<file path="config.mk">
export PLATFORM = sky130hd
export DESIGN_NAME = gray_burst_arbiter
export DESIGN_NICKNAME = d
export VERILOG_FILES = /design/src/rtl/gray_burst_arbiter_pkg.sv /design/src/rtl/gray3_core.sv /design/src/rtl/gray_burst_arbiter.sv
export SDC_FILE = /design/constraint.sdc
export NUM_CORES = 1
export LEC_CHECK = 0
export CORE_ASPECT_RATIO = 1.1
export CORE_MARGIN = 4
export CORE_UTILIZATION = 48
export CTS_BUF_LIST = sky130_fd_sc_hd__clkbuf_8 sky130_fd_sc_hd__clkbuf_16
export DETAILED_ROUTE_END_ITERATION = 6
export MAX_ROUTING_LAYER = met4
export PLACE_DENSITY = 0.79
export REMOVE_ABC_BUFFERS = 1
export SKIP_CTS_REPAIR_TIMING = 1
export SYNTH_ARGS = -nofsm -noshare
export SYNTH_HDL_FRONTEND = slang
export SYNTH_SLANG_ARGS = --single-unit
</file>
<file path="constraint.sdc">
create_clock -name Clk -period 2.7 [get_ports Clk]
set_clock_uncertainty 0.05 [all_clocks]
set_input_delay 0.675 -clock Clk [delete_from_list [all_inputs] [get_ports Clk]]
set_output_delay 0.675 -clock Clk [all_outputs]
set_load 0.02 [all_outputs]
</file>
<file path="src/rtl/gray_burst_arbiter_pkg.sv">
`default_nettype none
// ============================================================================
// Module      : gray_burst_arbiter_pkg
// Description : Shared constants for the Gray burst arbiter: FSM state
//               encodings, Gray sequence end points and the next-Gray step.
// Revision    : 1.0 - initial release
// ============================================================================
package gray_burst_arbiter_pkg;

   // Arbiter FSM state encodings
   localparam logic [1:0] c_ST_IDLE = 2'd0;
   localparam logic [1:0] c_ST_RUN  = 2'd1;
   localparam logic [1:0] c_ST_DONE = 2'd2;

   // First and last codes of the 3-bit reflected Gray sequence
   localparam logic [2:0] c_GRAY_FIRST = 3'b000;
   localparam logic [2:0] c_GRAY_LAST  = 3'b100;

   // Next code in the sequence: decode to binary, increment, re-encode
   function automatic logic [2:0] gray_next(input logic [2:0] g);
      logic [2:0] b;
      b[2] = g[2];
      b[1] = b[2] ^ g[1];
      b[0] = b[1] ^ g[0];
      b    = b + 3'd1;
      return b ^ {1'b0, b[2:1]};
   endfunction

endpackage
`default_nettype wire

</file>
<file path="src/rtl/gray3_core.sv">
`default_nettype none
// ============================================================================
// Module      : gray3_core
// Description : 3-bit Gray-code step counter with enable and synchronous
//               clear. Flags the 100->000 wrap as a same-cycle pulse.
// Revision    : 1.0 - initial release
// ============================================================================
module gray3_core
   import gray_burst_arbiter_pkg::*;
(
   input  logic       Clk,
   input  logic       Reset_n,
   input  logic       en,
   input  logic       clr,
   output logic [2:0] gray,
   output logic       wrap
);

   logic [2:0] r_gray;

   // A wrap only counts when the step really happens (clear wins over it)
   assign wrap = en && !clr && (r_gray == c_GRAY_LAST);
   assign gray = r_gray;

   // Counter register: clear has priority over stepping
   always_ff @(posedge Clk or negedge Reset_n) begin
      if (!Reset_n) begin
         r_gray <= c_GRAY_FIRST;
      end else if (clr) begin
         r_gray <= c_GRAY_FIRST;
      end else if (en) begin
         r_gray <= gray_next(r_gray);
      end
   end

endmodule
`default_nettype wire

</file>
<file path="src/rtl/gray_burst_arbiter.sv">
`default_nettype none
// ============================================================================
// Module      : gray_burst_arbiter
// Description : Round-robin arbiter granting fixed-length bursts of steps on a
//               shared 3-bit Gray counter, with sticky overflow and a
//               saturating wrap count. All outputs registered.
// Revision    : 1.0 - initial release
// ============================================================================
module gray_burst_arbiter
   import gray_burst_arbiter_pkg::*;
#(
   parameter int N_REQ  = 4,
   parameter int LEN_W  = 4,
   parameter int WRAP_W = 8
) (
   input  logic                     Clk,
   input  logic                     Reset_n,
   input  logic [N_REQ-1:0]         Req,
   input  logic [N_REQ*LEN_W-1:0]   Len,
   input  logic                     Clr,
   output logic [N_REQ-1:0]         Gnt,
   output logic [N_REQ-1:0]         Done,
   output logic                     Abort,
   output logic                     Busy,
   output logic [2:0]               Gray,
   output logic                     Overflow,
   output logic [WRAP_W-1:0]        WrapCnt
);

   localparam int c_PTR_W = (N_REQ > 1) ? $clog2(N_REQ) : 1;
   localparam int c_SUM_W = c_PTR_W + 1;
   localparam logic [N_REQ-1:0] c_ONE = {{(N_REQ-1){1'b0}}, 1'b1};

   logic [1:0]          r_state;
   logic [c_PTR_W-1:0]  r_ptr;
   logic [c_PTR_W-1:0]  r_win;
   logic [LEN_W-1:0]    r_rem;
   logic [N_REQ-1:0]    r_gnt;
   logic [N_REQ-1:0]    r_done;
   logic                r_abort;
   logic                r_overflow;
   logic [WRAP_W-1:0]   r_wrapcnt;

   logic [LEN_W-1:0]    w_len_arr [N_REQ];
   logic                w_found;
   logic [c_PTR_W-1:0]  w_winner;
   logic [c_SUM_W-1:0]  w_sum;
   logic [c_PTR_W-1:0]  w_idx;
   logic [LEN_W-1:0]    w_win_len;
   logic [N_REQ-1:0]    w_win_oh;
   logic                w_step;
   logic                w_wrap;

   // Unpack the flat length bus into one entry per requester
   always_comb begin
      for (int i = 0; i < N_REQ; i++) begin
         w_len_arr[i] = Len[i*LEN_W +: LEN_W];
      end
   end

   // Round-robin search starting at the pointer, wrapping modulo N_REQ
   always_comb begin
      w_found  = 1'b0;
      w_winner = '0;
      w_sum    = '0;
      w_idx    = '0;
      for (int i = 0; i < N_REQ; i++) begin
         w_sum = {1'b0, r_ptr} + c_SUM_W'(i);
         if (w_sum >= c_SUM_W'(N_REQ)) begin
            w_sum = w_sum - c_SUM_W'(N_REQ);
         end
         w_idx = w_sum[c_PTR_W-1:0];
         if (!w_found && Req[w_idx]) begin
            w_found  = 1'b1;
            w_winner = w_idx;
         end
      end
   end

   assign w_win_len = w_len_arr[w_winner];
   assign w_win_oh  = c_ONE << w_winner;
   assign w_step    = (r_state == c_ST_RUN) && !Clr;

   gray3_core u_core (
      .Clk     (Clk),
      .Reset_n (Reset_n),
      .en      (w_step),
      .clr     (Clr),
      .gray    (Gray),
      .wrap    (w_wrap)
   );

   // Burst FSM: grant, count down the burst, pulse Done, advance the pointer
   always_ff @(posedge Clk or negedge Reset_n) begin
      if (!Reset_n) begin
         r_state <= c_ST_IDLE;
         r_ptr   <= '0;
         r_win   <= '0;
         r_rem   <= '0;
         r_gnt   <= '0;
         r_done  <= '0;
         r_abort <= 1'b0;
      end else begin
         r_done  <= '0;
         r_abort <= 1'b0;
         case (r_state)
            c_ST_IDLE: begin
               if (!Clr && w_found) begin
                  r_gnt <= w_win_oh;
                  r_win <= w_winner;
                  r_rem <= w_win_len;
                  if (w_win_len == '0) begin
                     r_state <= c_ST_DONE;
                     r_done  <= w_win_oh;
                  end else begin
                     r_state <= c_ST_RUN;
                  end
               end
            end
            c_ST_RUN: begin
               if (Clr) begin
                  r_state <= c_ST_DONE;
                  r_done  <= r_gnt;
                  r_abort <= 1'b1;
               end else begin
                  r_rem <= r_rem - LEN_W'(1);
                  if (r_rem == LEN_W'(1)) begin
                     r_state <= c_ST_DONE;
                     r_done  <= r_gnt;
                  end
               end
            end
            c_ST_DONE: begin
               r_gnt   <= '0;
               r_ptr   <= (r_win == c_PTR_W'(N_REQ - 1)) ? '0 : r_win + c_PTR_W'(1);
               r_state <= c_ST_IDLE;
            end
            default: begin
               r_gnt   <= '0;
               r_state <= c_ST_IDLE;
            end
         endcase
      end
   end

   // Wrap statistics: clear overrides a simultaneous wrap
   always_ff @(posedge Clk or negedge Reset_n) begin
      if (!Reset_n) begin
         r_overflow <= 1'b0;
         r_wrapcnt  <= '0;
      end else if (Clr) begin
         r_overflow <= 1'b0;
         r_wrapcnt  <= '0;
      end else if (w_wrap) begin
         r_overflow <= 1'b1;
         if (r_wrapcnt != '1) begin
            r_wrapcnt <= r_wrapcnt + WRAP_W'(1);
         end
      end
   end

   assign Gnt      = r_gnt;
   assign Done     = r_done;
   assign Abort    = r_abort;
   assign Busy     = (r_state != c_ST_IDLE);
   assign Overflow = r_overflow;
   assign WrapCnt  = r_wrapcnt;

endmodule
`default_nettype wire
</file>
* Yosys cells after proc, flatten, opt, wreduce, memory -nomap -nowiden *
Cells that the tools add are included.

cells by class
  shifts and indexed selects = 1
  order comparisons = 9
  $add $sub $neg = 11
  mux-type cells = 48
  eq/ne operators = 9
  reduce and logical (&&, ||, !) cells = 23
  bitwise gates (word level) = 5

operator list
  operator             count
  $mux 4               9
  $mux 2               13
  $mux 8               3
  $pmux 4 s2           3
  $ge 3x3->1 const B   4
  $lt 2x3->1 const B   4
  $mux 1               12
  $reduce_bool 2->1    5
  $add 8x1->8 const B  1
  $bmux 1 s2           4
  $bmux 4 s2           1
  $ne 8x8->1 const B   1
  $reduce_and 2->1     4
  $sub 2x1->2 const B  4
  $logic_and 1x1->1    7
  $add 2x2->3 const B  2
  $mux 3               2
  $eq 2x2->1 const B   2
  $eq 4x1->1 const B   1
  $logic_not 1->1      4
  $logic_not 4->1      1
  $ne 2x2->1 const B   2
  $pmux 2 s2           1
  $shl 1x2->4 const A  1
  14 further kinds     15

word-level totals
  input bits = 23
  output and inout port bits = 22
  flip-flop bits (word level) = 31

* Longest topological paths before layout *
Gate-level depths: netlist of run 1.

  word-level depth = 22
  gate-level depth with buffers = 9
  mapped depth without buffers = 8

* Cells and area by module *
A second synthesis of run 1 with hierarchy kept.

unflattened totals
  cell total of the unflattened synthesis = 171
  area total of the unflattened synthesis = 1710.4 µm²

modules (own cells, without submodules)
  module              cells each  area each (µm²)  sequential area each (µm²)  times used
  gray_burst_arbiter  157         1555.2           700.7                       1
  gray3_core          14          155.1            75.1                        1

* Least setup slack after synthesis of run 1 *
No wires, ideal clock.

  kind = input -> register
  start = in Req[0]
  end = reg r_done[0], in the netlist Done[0]
  library setup time = 110 ps
  arrival time = 2244 ps
  path slack = 296 ps
  stages = 9
  cell sequence = a21oi_1 -> o21ai_0 -> o2bb2a_1 -> buf_2 -> buf_2 -> mux2i_1 -> mux2_2 -> nand4_1 -> o41ai_1

between the ends
  cells in the longest elaborated chain, start to end = 20

ends and longest elaborated chain
  item                                        line                       text
  start: declaration                          gray_burst_arbiter.sv:18   input logic [N_REQ-1:0] Req,
  $bmux 1 s2                                  gray_burst_arbiter.sv:73   if (!w_found && Req[w_idx]) begin
  $mux 1 (implied by the code)                gray_burst_arbiter.sv:73
  $mux 1                                      gray_burst_arbiter.sv:73
  $logic_not 1->1                             gray_burst_arbiter.sv:73
  $logic_and 1x1->1                           gray_burst_arbiter.sv:73
  $mux 1                                      gray_burst_arbiter.sv:73
  $logic_not 1->1                             gray_burst_arbiter.sv:73
  $logic_and 1x1->1                           gray_burst_arbiter.sv:73
  [3 not listed]                              n/a
  $mux 2                                      gray_burst_arbiter.sv:73
  $not 2->3 (implied by the code)             gray_burst_arbiter.sv:80   assign w_win_len = w_len_arr[w_winner];
  $bmux 4 s2                                  gray_burst_arbiter.sv:80
  $mux 4 (implied by the code) (2 in series)  gray_burst_arbiter.sv:80
  $logic_not 4->1                             gray_burst_arbiter.sv:112  if (w_win_len == '0) begin
  $mux 4                                      gray_burst_arbiter.sv:112
  $mux 4 (*)                                  gray_burst_arbiter.sv:108  if (!Clr && w_found) begin
  $pmux 4 s2 (*)                              gray_burst_arbiter.sv:106  case (r_state)
  end signal: assignment                      gray_burst_arbiter.sv:114  r_done <= w_win_oh;
  end signal: assignment                      gray_burst_arbiter.sv:123  r_done <= r_gnt;
  end signal: assignment                      gray_burst_arbiter.sv:129  r_done <= r_gnt;
  end: declaration                            gray_burst_arbiter.sv:39   logic [N_REQ-1:0] r_done;

Mark *: on every way between the ends. The rest lies on a longest branch, timed or not. The select of a mux whose other input is x is not followed.
A chain may end at the register's enable or synchronous reset.

* Worst setup path in the final report of run 1 *
  start = in Req[0]
  end = reg r_done[1], in the netlist Done[1]

The elaborated chain is that of the path after synthesis.

==> results of run 1 <==
[layout by cell type, fill, tap and decap left out, types with 4 or more instances in the layout]
| cell type | netlist | routed |
|---|---|---|
| inv_1 | 5 | 5 |
| nor2_1 | 18 | 18 |
| buf_4 | 1 | 14 |
| nand3b_1 | 4 | 4 |
| o21ai_0 | 10 | 10 |
| xor2_1 | 4 | 4 |
| mux2_2 | 5 | 5 |
| ha_1 | 4 | 4 |
| dfrtp_1 | 31 | 31 |
| nand2_1 | 19 | 19 |
| clkdlybuf4s50_1 | 0 | 44 |
| nor3_1 | 6 | 6 |
| clkbuf_8 | 0 | 6 |
| mux2i_1 | 10 | 10 |
| a21oi_1 | 14 | 14 |
[routing by layer]
layer  global-route usage  wire (um)  up-vias
li1                     -          -      734
met3              0.04444        174       15
met1               0.2244       1694      739
met5                    -          0        -
met2               0.3420       2249       52
met4              0.08525        125        0
[cells by family after synthesis]
family	after synthesis	share of synthesized area
simple gates	69	0.2216
flops	31	0.4489
fa+ha+maj	4	0.02897
compound gates	37	0.1369
mux	15	0.09051
buf+inv	14	0.04779
xor+xnor	5	0.02534
[path summary, 6_finish.rpt]
| kind | end | slack, ns | cells past startpoint |
|---|---|---|---|
| setup reg to reg | WrapCnt[5] | 0.37 | 6 |
| setup / recovery | Done[1] | 0.10 | 9 |
| hold reg to reg | r_win[1] | 0.44 | 2 |
| max in group asynchronous | Done[0] | 1.57 | 2 |
| hold / removal | r_win[1] | 0.44 | 2 |
| min in group asynchronous | Gnt[3] | 0.73 | 2 |
[through the flow]
stage	total power (uW)	area, sq um
2_1_floorplan	1192	1664
3_3_place_gp	1511	2270
3_5_place_dp	1556	2270
4_1_cts	2041	2387
5_1_grt	2177	2405
6_report	2045	2405
[worst min-delay path, delay by kind of cell, from the launching register on]
kind          cells  cell delay [ns]
simple gates      2             0.11
flops             1             0.35
[layout make-up]
type / instances / area, sq um / area share
Inverter: 5 / 18.77 / 0.007804
Sequential cell: 31 / 775.7 / 0.3226
Tap cell: 48 / 60.06 / 0.02497
Timing Repair Buffer: 58 / 545.5 / 0.2268
Multi-Input combinational cell: 130 / 887.1 / 0.3689
Clock inverter: 2 / 35.03 / 0.01457
Clock buffer: 6 / 82.58 / 0.03434
[power groups by stage]
stage | Sequential (uW) | Combinational (uW) | Clock [uW]
after floorplan | 745 | 448 | 0
after global placement | 708 | 804 | 0
final | 717 | 857 | 471
after global routing | 735 | 936 | 506
after detailed placement | 719 | 837 | 0
after CTS | 712 | 847 | 481
[registers in the layout, indices dropped and copies added (netlist names), 2 cells and up]
register / count
r_ptr: 2
Gnt: 4
u_core.gray: 3
WrapCnt: 8
r_rem: 4
Done: 4
r_state: 2
r_win: 2
==> qor.yml, run 1 <==
critical_path:
  critPathLaunchType: "primary input"
  cp.required_ns: 2.79
  path_common_cell: "buf_4"
  crit_family: "buffers and inverters"
  criticalPathCategory: "in2reg"
  crit_path_max_fanout: 6
  cp-startpoint: "Req[0]"
  crit_chain: "clkdlybuf4s50_1, buf_4, mux2i_1, nor2_1, a311oi_1, buf_4, mux2_2, nand4_1, o21ai_0"
  arrival_ns: 2.69
  cpMaxStageDelayCell: "clkdlybuf4s50_1"
  timing.critical_path.buf_inv: 3
  reg2reg_from: "r_state[1]"
  cp-end-kind: "flip-flop"
  critPathMaxStageDelay_ns: 0.44
clock_network:
  cts_max_level: 2
  cts_buffer_depth: 2
  root_buffer: "clkbuf_8"
  clkTransAtPathRegs_ns: 0.07
  cts_tree: "built"
  clock-sinks: 31
  cts_buffers: 5
  insertion_delay_ns: 0.28
run:
  maxCapViolations: 0
global_routing:
  grt_pass1_wl_um: 7031
  grt_start_max_net_pins: 32
  gr-total-overflow: 0
  gr-usage-all-layers: 0.2008
  antenna_found_initial: 0
  grt_pass1_vias: 1578
floorplanning:
  die_area_sq_um: 4625
  initial_core_util: 0.5062
  die_x_um: 65.21
  die_y_um: 70.93
  pin_count: 45
  core_area_sq_um: 3413
  rows: 22
sta:
  setup_viol: 0
  period_minus_slack_ns: 2.596
  finalSetupTns_ns: 0
  drv_slew: 0
  final.period_utilization: 0.9614
  relSlewSlack: 0.6996
  worst_slack_ns: 0.1042
  worst_slew_pin_slew_ns: 0.4457
  clock.fmax_ghz: 0.3852
  hold_viol: 0
  hold_slack_ns: 0.4393
logic_synthesis:
  synth-main-ff-cell: "dfrtp_1"
  synth_area_sq_um: 1728
  synth.avg_cell_area_sq_um: 9.874
  yosys-top-cells-count: "31 x dfrtp_1, 19 x nand2_1, 18 x nor2_1"
  synth_edf_count: 0
  async_reset_ff_frac: 1.000
  yosysMostFrequentCell: "dfrtp_1"
  synth-seq-cells: 31
  synth.distinct_cells: 40
  synth_warnings: 0
  yosysTopAreaCell: "dfrtp_1"
  synth_top_area_frac: 0.4490
  ys_top_cells_by_area: "dfrtp_1 45%, mux2i_1 5.8%, nand2_1 4.1%, a21oi_1 4.1%, nor2_1 3.9%"
  synth_seq_area_share: 0.4490
  syn_inst: 175
power_and_ir_drop:
  seqPwrFrac: 0.351
  p_sw_uw: 744.7
  p_clk_frac: 0.230
  p_per_area_nw_per_um2: 850.4
  sw_frac_of_total: 0.3641
  p_comb_frac: 0.419
  cellLeakagePower_uw: 0.001047
  internal-power_uw: 1300
  ir_drop_mv: 0.5897
outcome:
  outcome: "completed"
route:
  routed_via_density: 5.500
  drc_errors: 0
  ant_nets: 0
  vias: 1540
  drt_wl_total_um: 4243
  drt-pass1-iter-count: 4
  wire_per_inst_um: 15.15
  drt-initial-drc-count: 68
finish:
  nets: 258
  final_cells: 280
  diodes: 0
  drive_above_1_share: 0.1595
  finish.utilization: 0.7045
  nFillCells: 275
  area_delta_synth_final_pct: 39.17
placed_design:
  dp.cells: 272
  place_ws_ns: -0.3577
  port_buffers: 44
  gp_congestion: 0.8918
  dp_hpwl_um: 3229
worst_hold_path:
  min_from: "r_win[1]"
  hold_class: "reg2reg"
Power figures use the tool's default switching activity.
==> run 2, diff against run 1 <==
ABC_AREA = 1   (was default)
CELL_PAD_IN_SITES_DETAIL_PLACEMENT = 0   (was default)
CELL_PAD_IN_SITES_GLOBAL_PLACEMENT = 1   (was default)
CORE_UTILIZATION = 36   (was 48)
PLACE_DENSITY = default   (was 0.79)
PLACE_DENSITY_LB_ADDON = 0.1   (was default)
==> qor.yml, run 2 <==
logic_synthesis:
  synth_top_area_frac: 0.3830
  syn_inst: 267
  synth-adder-area-share: 0.02471
  muxShareOfSynthArea: 0
  synth_xor_xnor_area_share: 0.01297
  synth-compound-area-share: 0.1180
  synth_area_sq_um: 2026
  yosysTopAreaCell: "dfrtp_1"
  synth_top_family_by_area: "simple AND/OR/NAND/NOR gates"
  yosysMostFrequentCell: "nand2_1"
  synth_edf_count: 0
  synth-simple-area-share: 0.3848
  synth_seq_area_share: 0.3830
  ys_top_cells_by_area: "dfrtp_1 38%, nand2_1 15%, inv_1 3.7%, o21ai_0 3.5%, nand2_2 3.4%"
  async_reset_ff_frac: 1.000
  synth-seq-cells: 31
  synth-main-ff-cell: "dfrtp_1"
  synth_warnings: 0
  synth.avg_cell_area_sq_um: 7.587
  yosys-top-cells-count: "83 x nand2_1, 31 x dfrtp_1, 20 x inv_1"
  synth.distinct_cells: 31
floorplanning:
  rows: 28
  die_area_sq_um: 6892
  pin_count: 45
  core_area_sq_um: 5430
  die_x_um: 79.52
  die_y_um: 86.68
  initial_core_util: 0.3730
global_routing:
  grt_start_max_net_pins: 32
  gr-usage-all-layers: 0.1521
  antenna_found_initial: 0
  gr-total-overflow: 0
  grt_pass1_wl_um: 8079
  grt_pass1_vias: 1823
power_and_ir_drop:
  ir_drop_mv: 0.5827
  cellLeakagePower_uw: 0.001292
  p_per_area_nw_per_um2: 1153
  seqPwrFrac: 0.235
  p_comb_frac: 0.636
  p_sw_uw: 1524
  internal-power_uw: 1564
  sw_frac_of_total: 0.4936
  p_clk_frac: 0.129
route:
  drt_wl_total_um: 4777
  drc_errors: 0
  ant_nets: 0
  vias: 1830
  drt-pass1-iter-count: 6
  wire_per_inst_um: 12.03
  drt-initial-drc-count: 29
  routed_via_density: 4.610
finish:
  largest_register_ff_count: 8
  area_delta_synth_final_pct: 32.24
  final_cell_mix: "83 x nand2_1, 44 x clkdlybuf4s50_1, 31 x dfrtp_1"
  nFillCells: 560
  finish.utilization: 0.4933
  nets: 348
  drive_above_1_share: 0.1770
  diodes: 0
  layout_commonest_cell: "nand2_1"
placed_design:
  port_buffers: 44
  gp_congestion: 0.7743
  place_ws_ns: -0.02037
  dp_hpwl_um: 3680
critical_path:
  critPathLaunchType: "primary input"
  crit_chain: "clkdlybuf4s50_1, inv_1, nand2_1, nand3_1, nand2_2, inv_2, nand3_4, nand3_4, nand2_1, nand2_1, nand2_1, nand2_1, nor2_2, nand2_4, nand3_1, nand2_1"
  cpMaxStageDelayCell: "clkdlybuf4s50_1"
  cp.required_ns: 2.83
  crit_path_max_fanout: 11
  criticalPathCategory: "in2reg"
  cp-end-kind: "flip-flop"
  path_common_cell: "nand2_1"
  critPathMaxStageDelay_ns: 0.47
  arrival_ns: 2.53
outcome:
  outcome: "completed"
sta:
  hold_slack_ns: 0.4522
  worst_slack_ns: 0.3018
  hold_viol: 0
  setup_viol: 0
  clock.fmax_ghz: 0.4170
  relSlewSlack: 0.6995
  final.period_utilization: 0.8882
  worst_slew_pin_slew_ns: 0.4508
  period_minus_slack_ns: 2.398
  drv_slew: 0
  rsz0062_at_grt: "no"
clock_network:
  cts_buffer_depth: 2
  clkTransAtPathRegs_ns: 0.06
  clock-sinks: 31
  cts_buffers: 5
  root_buffer: "clkbuf_8"
  cts_tree: "built"
  cts_max_level: 2
  insertion_delay_ns: 0.28
worst_hold_path:
  hold_class: "reg2reg"
run:
  maxCapViolations: 0
run 2: cell types whose count changed in the layout (fill, tap and decap cells not counted), moves of 5 or more:
cell	previous run	this run
o21ai_2	0	5
mux2i_1	10	0
nor2_4	0	5
o21ai_1	0	5
buf_4	14	8
nand3_1	1	11
nand2_2	0	11
nand2_1	19	83
nand4_1	3	10
inv_2	0	8
mux2_2	5	0
inv_1	5	21
run 2: routing by layer:
layer	global-route usage	up-vias	wire length [um]
met5	-	-	0
met4	0.06094	0	78
met3	0.02599	7	187
met2	0.2536	31	2307
met1	0.1821	818	2203
li1	-	974	-
run 2: final timing paths:
check	from	to	slack, ns	depth (start not counted)
setup / recovery	Req[1]	r_state[0]	0.30	16
max in group asynchronous	Reset_n	WrapCnt[4]	1.58	2
setup reg to reg	r_ptr[0]	r_rem[1]	0.44	15
hold reg to reg	r_win[1]	r_win[1]	0.45	2
hold / removal	r_win[1]	r_win[1]	0.45	2
min in group asynchronous	Reset_n	Gnt[2]	0.73	2
run 2: worst max-delay path, delay by kind of cell:
kind                   cells  cell delay, ns
and+or+nand+nor           13            1.24
buffers and inverters      3            0.59
run 2: layout make-up:
type,count,area (sq um),area share
Clock inverter,1,3.754,0.001401
Clock buffer,7,96.34,0.03596
Inverter,29,113.9,0.04250
Sequential cell,31,775.7,0.2896
Multi-Input combinational cell,202,1095,0.4087
Timing Repair Buffer,52,500.5,0.1868
Tap cell,75,93.84,0.03503
run 2: kinds of logic after synthesis:
| group | count (synthesis) |
|---|---|
| buf+inv | 34 |
| flops | 31 |
| simple gates | 154 |
| xor+xnor | 3 |
| fa+ha+maj | 4 |
| compound gates | 41 |
run 2: per-stage QoR:
step / area (sq um) / std cells / setup TNS (ns) / power [uW]
global placement: 2579 / 389 / 0 / 2721
detailed placement: 2579 / 389 / -0.02037 / 2721
finish: 2679 / 397 / 0 / 3088
global route: 2679 / 397 / 0 / 3384
CTS: 2679 / 397 / 0 / 3136
floorplan: 1984 / 262 / 0 / 2111
run 2: power by group through the flow:
| stage | clock (uW) | sequential [uW] | combinational (uW) |
|---|---|---|---|
| after floorplan | 0 | 779 | 1330 |
| after global placement | 0 | 739 | 1980 |
| after detailed placement | 0 | 736 | 1990 |
| after CTS | 413 | 729 | 1990 |
| after global routing | 437 | 747 | 2200 |
| final | 399 | 727 | 1960 |
==> run 3, diff against run 2 <==
CORE_MARGIN = 10   (was 4)
==> qor.yml, run 3 (synthesized netlist as in run 2, its figures left out) <==
outcome:
  outcome: "completed"
clock_network:
  cts_max_level: 2
  clock-sinks: 31
  cts_buffers: 5
  root_buffer: "clkbuf_8"
  clkTransAtPathRegs_ns: 0.06
  cts_buffer_depth: 2
  insertion_delay_ns: 0.29
  cts_tree: "built"
critical_path:
  path_common_cell: "nand2_1"
  crit_path_max_fanout: 10
  reg2reg_from: "r_ptr[0]"
  cp-end-kind: "flip-flop"
  critPathMaxStageDelay_ns: 0.48
  rr_endpoint: "r_state[0]"
  crit_chain: "clkdlybuf4s50_1, inv_1, nand2_1, nand3_1, nand2_2, inv_2, nand3_4, nand3_4, nand2_1, nand2_1, nand2_1, nand2_1, nor2_2, nand2_4, nand3_1, nand2_1"
  critPathLaunchType: "primary input"
  arrival_ns: 2.52
  criticalPathCategory: "in2reg"
  ff2ff_path_depth: 15
  cpMaxStageDelayCell: "clkdlybuf4s50_1"
  r2r_slack_ns: 0.44
  cp.required_ns: 2.83
finish:
  multi_input_area_sq_um: 1095
  final_cell_mix: "83 x nand2_1, 44 x clkdlybuf4s50_1, 31 x dfrtp_1"
  finish.utilization: 0.5007
  area_delta_synth_final_pct: 34.22
  largest_register_ff_count: 8
  nFillCells: 551
  diodes: 0
  layout_commonest_cell: "nand2_1"
  nets: 351
  regArea_sq_um: 775.7
  final_cells: 400
  drive_above_1_share: 0.1877
route:
  drc_errors: 0
  routed_via_density: 4.728
  vias: 1891
  drt-pass1-iter-count: 4
  wire_per_inst_um: 12.42
  drt-initial-drc-count: 51
  ant_nets: 0
  drt_wl_total_um: 4968
sta:
  clock.fmax_ghz: 0.4182
  finalSetupTns_ns: 0
  worst_slew_pin_slew_ns: 0.4524
  hold_viol: 0
  rsz0062_at_grt: "no"
  setup_viol: 0
  relSlewSlack: 0.6984
  final.period_utilization: 0.8857
  period_minus_slack_ns: 2.391
  drv_slew: 0
  worst_slack_ns: 0.3086
power_and_ir_drop:
  power_uw: 3164
  ir_drop_mv: 0.4649
  p_per_area_nw_per_um2: 1164
  cellLeakagePower_uw: 0.001311
floorplanning:
  pin_count: 45
  die_x_um: 91.52
  die_area_sq_um: 9031
  core_area_sq_um: 5430
  die_y_um: 98.68
  rows: 28
  initial_core_util: 0.3730
global_routing:
  grt_pass1_wl_um: 8825
  grt_start_max_net_pins: 32
  gr-total-overflow: 0
  gr-usage-all-layers: 0.1192
  grt_pass1_vias: 1853
  antenna_found_initial: 0
placed_design:
  gp_congestion: 0.8176
  port_buffers: 44
  place_ws_ns: -0.004173
  dp.cells: 392
  dp_hpwl_um: 3919
run:
  maxCapViolations: 0
worst_hold_path:
  hold_class: "reg2reg"
  hold_depth: 2
  min_from: "r_win[1]"
  hold_end: "r_win[1]"
## run 3: cell types whose count changed in the layout (fill, tap and decap cells not counted)
cell	change
clkbuf_8	-1
inv_1	-1
bufinv_16	+1
clkinv_2	+1
buf_4	+3
## run 3: layout make-up
| type | count | share of cell area |
|---|---|---|
| Clock buffer | 6 | 0.03037 |
| Clock inverter | 2 | 0.01289 |
| Inverter | 29 | 0.04188 |
| Multi-Input combinational cell | 202 | 0.4027 |
| Sequential cell | 31 | 0.2853 |
| Tap cell | 75 | 0.03451 |
| Timing Repair Buffer | 55 | 0.1924 |
## run 3: worst max-delay path: cells and delay by family
family | cells | cell delay [ns]
and+or+nand+nor | 13 | 1.24
buffers and inverters | 3 | 0.60
## run 3: how the worst max path moves through the flow
stage                 end  startpoint  cells past startpoint
2_1_floorplan  r_state[0]      Req[1]                     16
3_3_place_gp     r_rem[1]      Req[1]                     15
3_5_place_dp   r_state[0]      Req[1]                     16
4_1_cts        r_state[0]      Req[1]                     16
5_1_grt        r_state[0]      Req[1]                     16
6_report       r_state[0]      Req[1]                     16
## run 3: layer usage
| layer | up-vias | wire [um] | track usage |
|---|---|---|---|
| met5 | - | 0 | - |
| met4 | 0 | 65 | 0.03619 |
| met3 | 10 | 253 | 0.03035 |
| met2 | 36 | 2283 | 0.1779 |
| met1 | 861 | 2365 | 0.1545 |
| li1 | 984 | - | - |
## run 3: report_power, final
group          switching, uW  internal (uW)  leakage, uW  total [uW]
clock                    176            298    0.0000612         475
combinational           1220            743     0.000838        1960
sequential               134            595     0.000412         729
## run 3: through the flow
step           hold slack [ns]  cell area, sq um
5_1_grt                 0.4772              2719
3_5_place_dp            0.4236              2601
4_1_cts                 0.4497              2719
3_3_place_gp            0.4239              2601
2_1_floorplan           0.3294              1984
6_report                0.4477              2719
